--- src/rtl/cpu_pkg.sv ---
// Shared types and widths for the single-issue CPU pipeline.
// Latency: n/a (types and constants only).
// Backpressure: n/a.
//
// Optional build macro used by consumers of this package: WB_FWD_EN.
package cpu_pkg;

  localparam int XLEN = 32;  // datapath width
  localparam int RA_W = 6;   // register address width (64 registers)

  typedef enum logic [1:0] {
    BR_NONE = 2'd0,
    BR_Z    = 2'd1,
    BR_N    = 2'd2,
    BR_J    = 2'd3
  } br_type_e;

  // Everything the writeback stage captures from execute.
  typedef struct packed {
    logic [RA_W-1:0] rd;
    logic            reg_write;
    logic            mem_to_reg;
    logic            set_flags;
    br_type_e        br_type;
    logic [XLEN-1:0] target;
    logic [XLEN-1:0] result;
    logic            zero;
    logic            neg;
  } wb_fields_t;

endpackage

--- src/rtl/branch_resolve.sv ---
// Resolves BRZ/BRN/J in writeback from the architectural flags.
// Latency: purely combinational.
// Backpressure: redirect is suppressed while hold is high.
//
// Ports:
//   valid_i    - WB register holds a valid instruction
//   hold_i     - stage is frozen by the hazard unit
//   flag_z_i   - registered Z flag (before this instruction's update)
//   flag_n_i   - registered N flag (before this instruction's update)
//   br_type_i  - branch kind of the WB instruction
//   taken_o    - branch condition satisfied (ignores valid/hold)
//   redirect_valid_o - taken branch/jump should redirect the PC now
module branch_resolve
  import cpu_pkg::*;
(
  input  logic     valid_i,
  input  logic     hold_i,
  input  logic     flag_z_i,
  input  logic     flag_n_i,
  input  br_type_e br_type_i,
  output logic     taken_o,
  output logic     redirect_valid_o
);

  always_comb begin
    taken_o = 1'b0;
    unique case (br_type_i)
      BR_Z:    taken_o = flag_z_i;
      BR_N:    taken_o = flag_n_i;
      BR_J:    taken_o = 1'b1;
      default: taken_o = 1'b0;
    endcase
  end

  assign redirect_valid_o = valid_i & taken_o & ~hold_i;

endmodule

--- src/rtl/wb_stage.sv ---
// Execute-to-writeback pipeline register plus writeback: register-file
// write, architectural Z/N flags and PC redirect for BRZ/BRN/J.
// Latency: one cycle EX->WB; writeback/redirect outputs combinational from WB.
// Backpressure: hold freezes all WB state; a load's read data is latched on
// the first held cycle so the write data stays stable until release.
//
// Build option: define WB_FWD_EN to add the fwd_valid/fwd_rd/fwd_data
// bypass ports (same-cycle copies of the register-file write).
//
// Ports:
//   clock, reset_n     - clock and synchronous active-low reset
//   ex_*               - instruction fields from execute
//   mem_rdata          - synchronous data-memory read data (first WB cycle)
//   hold, flush        - hazard-unit stall / squash of the EX instruction
//   wb_valid           - WB register holds a valid instruction
//   rf_we/waddr/wdata  - register-file write port
//   flag_z, flag_n     - architectural flags
//   redirect_valid/pc  - PC redirect for a taken branch/jump
module wb_stage
  import cpu_pkg::*;
(
  input  logic            clock,
  input  logic            reset_n,
  input  logic            ex_valid,
  input  logic [RA_W-1:0] ex_rd,
  input  logic            ex_reg_write,
  input  logic            ex_mem_to_reg,
  input  logic            ex_set_flags,
  input  logic [1:0]      ex_br_type,
  input  logic [XLEN-1:0] ex_target,
  input  logic [XLEN-1:0] ex_result,
  input  logic            ex_zero,
  input  logic            ex_neg,
  input  logic [XLEN-1:0] mem_rdata,
  input  logic            hold,
  input  logic            flush,
  output logic            wb_valid,
  output logic            rf_we,
  output logic [RA_W-1:0] rf_waddr,
  output logic [XLEN-1:0] rf_wdata,
  output logic            flag_z,
  output logic            flag_n,
`ifdef WB_FWD_EN
  output logic            fwd_valid,
  output logic [RA_W-1:0] fwd_rd,
  output logic [XLEN-1:0] fwd_data,
`endif
  output logic            redirect_valid,
  output logic [XLEN-1:0] redirect_pc
);

  wb_fields_t      fields_q, fields_d;
  wb_fields_t      ex_fields;
  logic            wb_valid_q, wb_valid_d;
  logic            flag_z_q, flag_z_d;
  logic            flag_n_q, flag_n_d;
  logic            load_held_q, load_held_d;
  logic [XLEN-1:0] load_data_q, load_data_d;
  logic            br_taken;
  logic            br_redirect;

  always_comb begin
    ex_fields            = '0;
    ex_fields.rd         = ex_rd;
    ex_fields.reg_write  = ex_reg_write;
    ex_fields.mem_to_reg = ex_mem_to_reg;
    ex_fields.set_flags  = ex_set_flags;
    ex_fields.br_type    = br_type_e'(ex_br_type);
    ex_fields.target     = ex_target;
    ex_fields.result     = ex_result;
    ex_fields.zero       = ex_zero;
    ex_fields.neg        = ex_neg;
  end

  branch_resolve u_branch_resolve (
    .valid_i          (wb_valid_q),
    .hold_i           (hold),
    .flag_z_i         (flag_z_q),
    .flag_n_i         (flag_n_q),
    .br_type_i        (fields_q.br_type),
    .taken_o          (br_taken),
    .redirect_valid_o (br_redirect)
  );

  always_comb begin
    fields_d    = fields_q;
    wb_valid_d  = wb_valid_q;
    flag_z_d    = flag_z_q;
    flag_n_d    = flag_n_q;
    load_held_d = load_held_q;
    load_data_d = load_data_q;

    if (hold) begin
      // Read data is only presented in the first WB cycle; keep a copy
      // for the rest of the stall.
      if (wb_valid_q && fields_q.mem_to_reg && !load_held_q) begin
        load_data_d = mem_rdata;
        load_held_d = 1'b1;
      end
    end else begin
      fields_d    = ex_fields;
      load_held_d = 1'b0;
      // hold is low here, so valid & taken is exactly the redirect that
      // fires this cycle; the instruction behind it is wrong-path.
      wb_valid_d  = ex_valid & ~flush & ~(wb_valid_q & br_taken);
      // Branch above already used the old flags; update afterwards.
      if (wb_valid_q && fields_q.set_flags) begin
        flag_z_d = fields_q.zero;
        flag_n_d = fields_q.neg;
      end
    end
  end

  always_ff @(posedge clock) begin
    if (!reset_n) begin
      fields_q    <= '0;
      wb_valid_q  <= 1'b0;
      flag_z_q    <= 1'b0;
      flag_n_q    <= 1'b0;
      load_held_q <= 1'b0;
      load_data_q <= '0;
    end else begin
      fields_q    <= fields_d;
      wb_valid_q  <= wb_valid_d;
      flag_z_q    <= flag_z_d;
      flag_n_q    <= flag_n_d;
      load_held_q <= load_held_d;
      load_data_q <= load_data_d;
    end
  end

  assign wb_valid       = wb_valid_q;
  assign rf_we          = wb_valid_q & fields_q.reg_write;
  assign rf_waddr       = fields_q.rd;
  assign rf_wdata       = fields_q.mem_to_reg
                          ? (load_held_q ? load_data_q : mem_rdata)
                          : fields_q.result;
  assign flag_z         = flag_z_q;
  assign flag_n         = flag_n_q;
  assign redirect_valid = br_redirect;
  assign redirect_pc    = fields_q.target;

`ifdef WB_FWD_EN
  assign fwd_valid = rf_we;
  assign fwd_rd    = rf_waddr;
  assign fwd_data  = rf_wdata;
`endif

endmodule

--- config.mk ---
export PLATFORM = sky130hd
export DESIGN_NAME = wb_stage
export DESIGN_NICKNAME = d
export VERILOG_FILES = /design/src/rtl/cpu_pkg.sv /design/src/rtl/branch_resolve.sv /design/src/rtl/wb_stage.sv
export SDC_FILE = /design/constraint.sdc
export NUM_CORES = 1
export LEC_CHECK = 0
export ABC_CLOCK_PERIOD_IN_PS = 2190
export BUFFER_PORTS_ARGS = -buffer_cell sky130_fd_sc_hd__buf_4
export CORE_MARGIN = 4
export CORE_UTILIZATION = 54
export DETAILED_ROUTE_END_ITERATION = 12
export GPL_TIMING_DRIVEN = 0
export PLACE_DENSITY_LB_ADDON = 0.05
export SLEW_MARGIN = 20
export SYNTH_ARGS = -nofsm -noshare
export SYNTH_HDL_FRONTEND = slang
export SYNTH_SLANG_ARGS = --single-unit
--- constraint.sdc ---
create_clock -name clock -period 2.19 [get_ports clock]
set_clock_uncertainty 0.05 [all_clocks]
set_input_delay 0.438 -clock clock [delete_from_list [all_inputs] [get_ports clock]]
set_output_delay 0.438 -clock clock [all_outputs]
set_load 0.005 [all_outputs]
Yosys cells after proc, flatten, opt, wreduce, memory -nomap -nowiden
Cells that the tools add are included.
{ "totals": {"ff_bits": 113, "in_bits": 114, "out_inout_bits": 75, "elab_cells": 35} }
{ "classes": {"eq_ne": 3, "n_mux": 3, "bitwise": 8, "n_reduce_logical": 7} }
{ "op_table": {"columns": ["cell", "n"], "rows": [
  ["$mux 32", 2],
  ["$reduce_and 2->1", 3],
  ["$and 1x1->1", 5],
  ["$eq 2x2->1 const B", 2],
  ["$logic_and 1x1->1", 3],
  ["$not 1->1", 3],
  ["$pmux 1 s3", 1],
  ["$eq 2x1->1 const B", 1],
  ["$logic_not 1->1", 1]
]} }

Depth between registers and ports, before layout
Gate-level depths: netlist of run 1.
{ "depth": {"word_depth": 5, "depth_mapped": 6, "ltp_nobuf": 3} }

Modules after synthesis
From an unflattened synthesis of run 1, not the netlist that was laid out.
{ "hier_totals": {"cells_unflattened": 556, "hier_area_um2": 5296.3} }
{ "by_module_without_submodules": {"columns": ["module", "instances", "cells_per_inst", "area_per_inst_um2", "seq_area_each_um2"], "rows": [
  ["wb_stage", 1, 552, 5268.8, 2262.2],
  ["branch_resolve", 1, 4, 27.5, 0.0]
]} }

Least setup slack after synthesis of run 1
No wires, ideal clock.
{ "synth_timing": {"path_kind": "reg2out", "start": "reg fields_q[69] (netlist name)", "end": "out rf_wdata[0]", "arrival_ps": 916, "required_ps": 1702, "setup_slack_ps": 786, "stages_incl_launch_ff": 4, "n_path_buf": 2, "path_cell_list": "dfxtp_1 -> buf_2 -> buf_1 -> a21oi_1"} }
{ "synth_between": {"elab_chain_cells": 1} }
{ "synth_rtl": {"columns": ["element", "line", "rtl"], "rows": [
  ["from (decl)", "wb_stage.sv:52", "wb_fields_t fields_q, fields_d;"],
  ["from (signal assigned)", "wb_stage.sv:123", "fields_q <= fields_d;"],
  ["$mux 32", "wb_stage.sv:136", "? (load_held_q ? load_data_q : mem_rdata)"],
  ["to (decl)", "wb_stage.sv:40", "output logic [XLEN-1:0] rf_wdata,"]
]} }
Every way passes these cells.

Final worst setup path of run 1
{ "layout_timing": {"start": "reg load_held_q", "end": "out rf_wdata[2]"} }
{ "layout_between": {"elab_chain_cells": 2} }
{ "layout_rtl": {"columns": ["element", "line", "rtl"], "rows": [
  ["from (decl)", "wb_stage.sv:57", "logic load_held_q, load_held_d;"],
  ["from (signal assigned)", "wb_stage.sv:127", "load_held_q <= load_held_d;"],
  ["$mux 32 (2 in series)", "wb_stage.sv:136", null]
]} }
Every way passes these cells.

==> results of run 1 <==
==> state kept, by name, indices dropped and copies added, names as in the netlist <==
signal       flops
flag_n           1
redirect_pc     32
fields_q        39
flag_z           1
load_data_q     32
load_held_q      1
rf_waddr         6
wb_valid         1
==> cells in the mapped netlist, drive strengths merged <==
cell	count
a21boi	32
a21oi	34
a22oi	1
and2	1
and4b	1
buf	64
clkbuf	13
dfxtp	113
mux2i	111
nand2	66
nand2b	1
nand3b	1
nand4b	1
nor2	34
nor2b	79
nor3b	1
o21ai	1
==> critical path: cells and delay by family (launching register included) <==
family                 cells  cell delay (ns)
buffers and inverters      3             0.47
DFF                        1             0.32
AOI/OAI and AO/OA          1             0.12
muxes                      1             0.25
==> metrics by stage <==
step	util [%]	instance area (sq um)	setup TNS (ns)	total power [uW]	instances
after global routing	77.4	7490	-0.175	5550	906
after global placement	71.4	6910	0	2970	874
after detailed placement	71.4	6910	0	2990	874
final	77.4	7490	0	5330	906
after floorplan	-	5340	0	2600	554
after CTS	77.0	7460	0	5370	906
==> power breakdown <==
part | switching, uW | leakage (uW) | internal, uW | total (uW)
Combinational | 292 | 0.00219 | 467 | 759
Sequential | 47.4 | 0.000926 | 2140 | 2190
Clock | 991 | 0.000243 | 1390 | 2380
Total | 1330 | 0.00335 | 4000 | 5330
==> final timing paths <==
kind	to	cells past startpoint	startpoint	slack (ns)
max	rf_wdata[2]	5	load_held_q	0.02
min	redirect_pc[20]	3	ex_target[20]	0.13
max reg2reg	load_data_q[26]	5	wb_valid	0.83
min reg2reg	load_data_q[6]	2	load_data_q[6]	0.41
==> per-layer routing <==
layer / global-route usage, % / up-vias
li1: - / 2215
met1: 26.0 / 2085
met2: 40.5 / 164
met3: 6.60 / 23
met4: 8.66 / 0
met5: 0 / -
==> kinds of logic (layout without fill, tap and decap cells) <==
logic type	Yosys count	in the layout	share of synthesized area (%)
DFF	113	113	42.4
buffers and inverters	77	296	9.65
and+or+nand+nor	185	185	17.2
muxes	111	111	20.8
AOI/OAI and AO/OA	68	68	10.0
==> layout make-up <==
class	count	share of cell area, %
well taps	133	2.22
plain buffers	77	7.28
multi-input cells	364	34.5
clock inverters	15	1.50
repair buffers	187	18.7
clock buffers	17	5.53
flip-flops and latches	113	30.2
==> what timing repair did <==
| action | CTS | global route |
|---|---|---|
| setup endpoints to repair | 31 | 15 |
| endpoints found under the hold margin | 0 | 0 |
| gates resized for setup | 10 | 6 |
| buffers inserted | 0 | 0 |
==> out/qor.yml, run 1 <==
cells_and_area:
  multi_input_area_sq_mm: 0.00259
  final_cell_mix: "buf_4 (235), dfxtp_1 (113), mux2i_1 (109)"
  regArea_sq_mm: 0.00226
  mostFrequentLayoutCell: "buf_4"
  syn_to_final_growth_pct: 40.3
  drive_gt1_share_pct: 41.0
  finalNetCount: 874
  fillerInstances: 716
  antenna-diode-count: 0
cts:
  postCtsHoldBufs: 0
  cts_buffer_depth: 2
  cts-root-buf: "clkbuf_8"
  cts_buffers: 17
  cts_tree: "done"
  clk_pin_slew_ns: 0.06
  cts.sinks: 113
  htree_levels: 4
  clk_latency_ns: 0.51
placement:
  port_buffers: 187
  gp_congestion: 0.777
  dpl_worst_slack_ns: 0.300
  dp_hpwl_microns: 9580
min_path:
  min_path_type: "in -> reg"
critical_path:
  arrival_ns: 1.68
  crit_slowest_cell: "dfxtp_1"
  end_kind: "output port"
  start_kind: "flop"
  crit_required_ns: 1.70
  criticalPathCategory: "reg -> out"
  cp_cell_sequence: "buf_6, buf_8, mux2i_1, a21oi_1, buf_4"
  cp_max_fo: 10
  cpPeakStageDelay_ns: 0.32
drt:
  wl_per_cell_microns: 14.5
  wl_met2_microns: 6650
  vias_per_cell: 4.95
  vias: 4487
  totalWireLength_microns: 13100
  drt-initial-drc-count: 187
  drc_errors: 0
  ant_nets: 0
  wl_met1_microns: 5180
  met3_length_microns: 1100
  firstDrtPassIters: 4
  top_layer: "met4"
synthesis:
  yosys_register_bits: 113
  synth_area_sq_mm: 0.00534
  synth_top_area_share_pct: 42.4
  yosysSeqAreaShare_pct: 42.4
  yosysWarnings: 0
  synth_area_leaders: "dfxtp_1 (42%), mux2i_1 (21%), nor2b_1 (9.3%), buf_4 (7.0%), a21boi_2 (6.3%)"
  syn-num-nets: 668
  syn_avg_cell_area_sq_um: 9.64
  synth_top_area_cell: "dfxtp_1"
  synthCells: 554
  synth.distinct_cells: 21
sta:
  worst_hold_slack_ns: 0.131
  fmax_mhz: 462
  final_hold_viol_count: 0
  worst_pin_slew_ns: 0.405
  worst_slack_ns: 0.0234
  min_period_over_period_pct: 98.9
  setup_viol_count_final: 0
  relSlewSlack_pct: 73.0
  period_needed_ns: 2.17
  rsz0062_at_grt: "yes"
  slew_violations: 0
global_routing:
  grt_pass1_wl_microns: 21000
  grt_pass1_vias: 4484
  antenna_found_initial: 0
  grt_usage_pct: 22.9
  grt_overflow: 0
  grt_max_degree: 17
floorplan:
  core-area_sq_mm: 0.00968
  die_w_microns: 107
  dieHeight_microns: 107
  ioPinCount: 189
  rows: 36
  die_area_sq_mm: 0.0115
  initial_core_util_pct: 55.1
job:
  max_cap_viol_count: 0
power:
  power-per-cell-area_mw_per_mm2: 712
  cellLeakagePower_uw: 0.00335
  irDropWorstVdd_v: 0.000428
status:
  status: "finished clean"
Power figures use the tool's default switching activity.
==> inputs of run 2 (changes only) <==
--- a/config.mk
+++ b/config.mk
@@ -8,7 +8,8 @@
 export ABC_CLOCK_PERIOD_IN_PS = 2190
 export BUFFER_PORTS_ARGS = -buffer_cell sky130_fd_sc_hd__buf_4
 export CORE_MARGIN = 4
-export CORE_UTILIZATION = 54
+export CORE_UTILIZATION = 55
+export CTS_BUF_LIST = sky130_fd_sc_hd__clkbuf_2 sky130_fd_sc_hd__clkbuf_4 sky130_fd_sc_hd__clkbuf_8
 export DETAILED_ROUTE_END_ITERATION = 12
 export GPL_TIMING_DRIVEN = 0
 export PLACE_DENSITY_LB_ADDON = 0.05
==> run 2 against run 1 <==
Net effect: largest cell class unchanged; maximum frequency is 5.6% higher; sequential power hardly changed; global-route usage is 0.17 points lower; register-to-register slack worse by 0.04 ns; first-iteration DRC count is 11% lower; cell count is 0.55% lower; via count is 2.0% lower; non-clock buffer count stayed put; hold slack better by 0.084 ns; clock power is 16% lower; flip-flop and latch count stayed put; sequential share of layout area is 0.72 points higher.
==> out/qor.yml, run 2 (synthesized netlist as in run 1, its figures left out) <==
status:
  status: "finished clean"
drt:
  vias: 4397
  firstDrtPassIters: 4
  drt-initial-drc-count: 167
  vias_per_cell: 4.88
  ant_nets: 0
  wl_per_cell_microns: 14.5
  totalWireLength_microns: 13100
  drc_errors: 0
cells_and_area:
  multi_input_area_sq_mm: 0.00256
  regArea_sq_mm: 0.00226
  final_cell_mix: "buf_4 (238), dfxtp_1 (113), mux2i_1 (111)"
  syn_to_final_growth_pct: 37.0
  drive_gt1_share_pct: 40.7
  antenna-diode-count: 0
  fin_area_sq_mm: 0.00732
  final_core_util_pct: 78.5
  mostFrequentLayoutCell: "buf_4"
  largest_reg_flops: 39
  final_cells: 901
  regMostFlops: "fields_q"
  finalNetCount: 874
  fillerInstances: 667
cts:
  cts_buffer_depth: 2
  clk_pin_slew_ns: 0.07
  post_cts.repair.setup_buffers: 0
  cts_buffers: 17
  cts_tree: "done"
  cts-root-buf: "clkbuf_8"
  clk_latency_ns: 0.42
  postCtsHoldBufs: 0
  cts.sinks: 113
  htree_levels: 4
floorplan:
  ioPinCount: 189
  initial_core_util_pct: 57.3
  die_area_sq_mm: 0.0113
  core-area_sq_mm: 0.00933
  rows: 35
  dieHeight_microns: 107
  die_w_microns: 107
global_routing:
  grt_usage_pct: 22.7
  grt_overflow: 0
  antenna_found_initial: 0
  grt_pass1_vias: 4387
  grt_pass1_wl_microns: 20500
  grt_max_degree: 17
min_path:
  holdPathStages: 3
  min_path_type: "in -> reg"
critical_path:
  crit_required_ns: 1.70
  worstRegToRegCells: 5
  start_kind: "flop"
  criticalPathCategory: "reg -> out"
  end_kind: "output port"
  reg2reg_slack_ns: 0.79
  cp-startpoint: "load_held_q"
  r2r-start: "wb_valid"
  rr_endpoint: "load_data_q[18]"
  cp_max_fo: 10
  critPathCapture: "rf_wdata[26]"
  arrival_ns: 1.56
job:
  max_cap_viol_count: 0
placement:
  gp_congestion: 0.761
  port_buffers: 187
  dpl_cell_area_sq_mm: 0.00691
  placed_cells: 870
  dp_hpwl_microns: 9640
sta:
  worst_pin_slew_ns: 0.401
  period_needed_ns: 2.05
  fmax_mhz: 487
  min_period_over_period_pct: 93.7
  worst_hold_slack_ns: 0.215
  slew_violations: 0
  final_hold_viol_count: 0
  rsz0062_at_grt: "no"
  setup_tns_ns: 0
  setup_viol_count_final: 0
  relSlewSlack_pct: 73.3
power:
  cellLeakagePower_uw: 0.00331
  irDropWorstVdd_v: 0.000491
  power-per-cell-area_mw_per_mm2: 676
[run 2: cell count changes in the layout (fill, tap and decap cells not counted), sizes merged]
cell and change:
clkinvlp -4, clkbuf +4, inv -3, bufinv +3, buf -1
[run 2: repair_timing]
| action | CTS | global route |
|---|---|---|
| setup endpoints to repair | 30 | 15 |
| cloned | 0 | 0 |
| endpoints found under the hold margin | 0 | 0 |
| gates resized for setup | 3 | 7 |
[run 2: worst min-delay path by stage]
stage,startpoint,endpoint
CTS,ex_result[28],fields_q[30]
finish,ex_result[28],fields_q[30]
floorplan,load_data_q[0],load_data_q[0]
global placement,load_data_q[0],load_data_q[0]
detailed placement,load_data_q[14],load_data_q[14]
global route,ex_result[24],fields_q[26]
[run 2: report_power, final]
group          total (uW)  internal [uW]  switching [uW]
Combinational         752            464             289
Sequential           2190           2140            47.1
Clock                2010           1160             841
Total                4950           3770            1180
[run 2: area by class of cell]
cell class / count / area share [%]
sequential: 113 / 30.9
tap: 129 / 2.21
timing repair buffer: 187 / 19.2
multi-input combinational: 364 / 35.0
buffer: 77 / 7.20
clock inverter: 11 / 1.90
clock buffer: 20 / 3.59
[run 2: critical path: stages, from the launching register on]
cell	delay (ns)
dfxtp_1	0.32
buf_6	0.14
buf_4	0.22
mux2i_1	0.23
a21oi_1	0.10
buf_4	0.15
[run 2: per-layer routing]
metal	GRT usage, %	up-vias	routed length [microns]
met1	25.9	2023	5230
met4	7.31	0	187
li1	-	2206	-
met2	39.1	151	6610
met3	8.80	17	1070
met5	0	-	0
[run 2: metrics by stage]
stage               power [uW]  setup slack [ns]
detailed placement        2990             0.328
global route              5140            0.0149
global placement          2970             0.328
finish                    4950             0.138
floorplan                 2600             0.786
CTS                       4980            0.0237
==> inputs of run 3 (changes only) <==
--- a/config.mk
+++ b/config.mk
@@ -16,4 +16,5 @@
 export SLEW_MARGIN = 20
 export SYNTH_ARGS = -nofsm -noshare
 export SYNTH_HDL_FRONTEND = slang
+export SYNTH_HIERARCHICAL = 1
 export SYNTH_SLANG_ARGS = --single-unit
==> run 3 against run 2 <==
Net effect: via count up 0.73%; combinational power up 2.8%; routed wire length up 2.8%; power down 3.2%; first-iteration DRC count down 5.4%; area after synthesis down 0.82%; utilization down 0.63 points; highest routed layer unchanged.
==> out/qor.yml, run 3 <==
status:
  status: "finished clean"
cts:
  clk_pin_slew_ns: 0.08
  cts_buffer_depth: 2
  cts.sinks: 113
  clk_latency_ns: 0.41
  cts-root-buf: "clkbuf_8"
  cts_buffers: 17
  cts_tree: "done"
  post_cts.repair.setup_buffers: 0
  htree_levels: 4
floorplan:
  die_area_sq_mm: 0.0113
  core-area_sq_mm: 0.00933
  rows: 35
  die_w_microns: 106
  initial_core_util_pct: 56.8
  dieHeight_microns: 106
  ioPinCount: 189
sta:
  rsz0062_at_grt: "no"
  worst_pin_slew_ns: 0.493
  relSlewSlack_pct: 67.1
  slew_violations: 0
  setup_tns_ns: 0
  setup_viol_count_final: 0
  worst_hold_slack_ns: 0.220
  final_hold_viol_count: 0
  fmax_mhz: 486
  min_period_over_period_pct: 94.0
  period_needed_ns: 2.06
cells_and_area:
  drive_gt1_share_pct: 36.9
  antenna-diode-count: 0
  final_core_util_pct: 77.8
  regMostFlops: "fields_q"
  largest_reg_flops: 39
  finalNetCount: 877
  fillerInstances: 686
  final_cells: 905
  syn_to_final_growth_pct: 37.1
  fin_area_sq_mm: 0.00726
  mostFrequentLayoutCell: "buf_4"
  final_cell_mix: "buf_4 (232), mux2i_1 (143), dfxtp_1 (112)"
critical_path:
  crit_slowest_cell: "dfxtp_1"
  start_kind: "flop"
  path_delay_family: "buffers and inverters"
  cp_max_fo: 10
  cp_cell_sequence: "buf_4, buf_4, mux2i_1, a21oi_1, buf_4"
  crit_required_ns: 1.70
  end_kind: "output port"
  r2r-start: "wb_valid"
  reg2reg_slack_ns: 0.81
  cpPeakStageDelay_ns: 0.30
  criticalPathCategory: "reg -> out"
  crit_buf_inv: 3
  cp-startpoint: "load_held_q"
  cpMostUsedCell: "buf_4"
  arrival_ns: 1.57
synthesis:
  synthCells: 556
  synth_top_area_share_pct: 42.7
  synth_area_sq_mm: 0.00530
  synth_area_leaders: "dfxtp_1 (43%), mux2i_1 (27%), nor2b_1 (9.1%), buf_4 (6.0%), nand2_1 (5.0%)"
  synth-edff-count: 0
  async_flop_share_pct: 0
  syn-num-nets: 670
  synthFlopType: "dfxtp_1"
  synth_top_area_cell: "dfxtp_1"
  synth.distinct_cells: 17
  yosysSeqAreaShare_pct: 42.7
  synth.top_cells.by_count: "mux2i_1 (143), dfxtp_1 (113), nor2b_1 (77), nand2_1 (70), buf_4 (42)"
  yosysMostFrequentCell: "mux2i_1"
  yosys_register_bits: 113
  syn_avg_cell_area_sq_um: 9.53
  yosysWarnings: 6
drt:
  wl_per_cell_microns: 14.9
  drt-initial-drc-count: 158
  totalWireLength_microns: 13500
  vias_per_cell: 4.89
  firstDrtPassIters: 4
  ant_nets: 0
  drc_errors: 0
  vias: 4429
global_routing:
  grt_max_degree: 17
  grt_pass1_vias: 4705
  grt_overflow: 0
  grt_pass1_wl_microns: 22000
  antenna_found_initial: 0
  grt_usage_pct: 24.2
min_path:
  hp-start: "ex_result[24]"
  min_path_type: "in -> reg"
placement:
  placed_cells: 873
  dp_hpwl_microns: 10200
  gp_congestion: 0.779
  port_buffers: 188
  dpl_cell_area_sq_mm: 0.00687
power:
  cellLeakagePower_uw: 0.00332
  irDropWorstVdd_v: 0.000431
  power-per-cell-area_mw_per_mm2: 660
job:
  max_cap_viol_count: 0
## run 3: cell types whose count changed after synthesis, moves of 2 or more
cell      previous run  this run
a21boi_2            30         0
a21boi_0             2         0
nand2_1             66        70
clkbuf_1            13        17
mux2i_1            111       143
buf_2                7        13
buf_4               50        42
nor2b_1             79        77
## run 3: final cells by class
type / instances / area (sq um) / share of cell area (%)
flip-flops and latches: 113 / 2260 / 31.2
repair buffers: 188 / 1410 / 19.4
multi-input cells: 365 / 2540 / 35.0
plain buffers: 78 / 510 / 7.03
well taps: 129 / 161 / 2.22
clock inverters: 12 / 113 / 1.55
clock buffers: 20 / 263 / 3.62
## run 3: what timing repair did
item,4_1_cts,5_1_grt
hold buffers,0,0
pin swaps,0,0
resized for setup,3,10
endpoints found under the setup margin,30,20
hold endpoints to repair,0,0
## run 3: path summary, 6_finish.rpt
| kind | depth (start not counted) | to |
|---|---|---|
| worst max-delay path | 5 | rf_wdata[10] |
| worst min-delay path | 3 | fields_q[26] |
| worst max register to register | 4 | load_data_q[25] |
| worst min register to register | 2 | load_data_q[12] |
## run 3: cell families after synthesis
family | synth area share (%)
AND/OR/NAND/NOR | 17.5
buffers and inverters | 9.38
AO/OA/AOI/OAI | 3.40
multiplexers | 27.0
flip-flops | 42.7
## run 3: stage by stage
step / total power (uW) / worst slack, ns
after CTS: 4820 / 0.00656
final: 4790 / 0.132
after detailed placement: 3010 / 0.347
after global routing: 5000 / 0.0237
after floorplan: 2600 / 0.748
after global placement: 2980 / 0.339
## run 3: layer usage
metal  global-route usage [%]  share of wire [%]
met1                     26.4                 39
met2                     43.1                 51
met4                     8.33                1.5
met3                     8.68                7.6
met5                        0                  0
## run 3: report_power, final
| part | leakage [uW] | internal, uW | switching, uW |
|---|---|---|---|
| clock network | 0.000178 | 952 | 874 |
| registers | 0.000926 | 2140 | 47.6 |
| logic | 0.00222 | 458 | 314 |
| total | 0.00332 | 3550 | 1240 |
## run 3: worst min-delay path, cell delays in order
cell and delay, ns:
buf_4 0.08, mux2i_1 0.05, nor2b_1 0.09
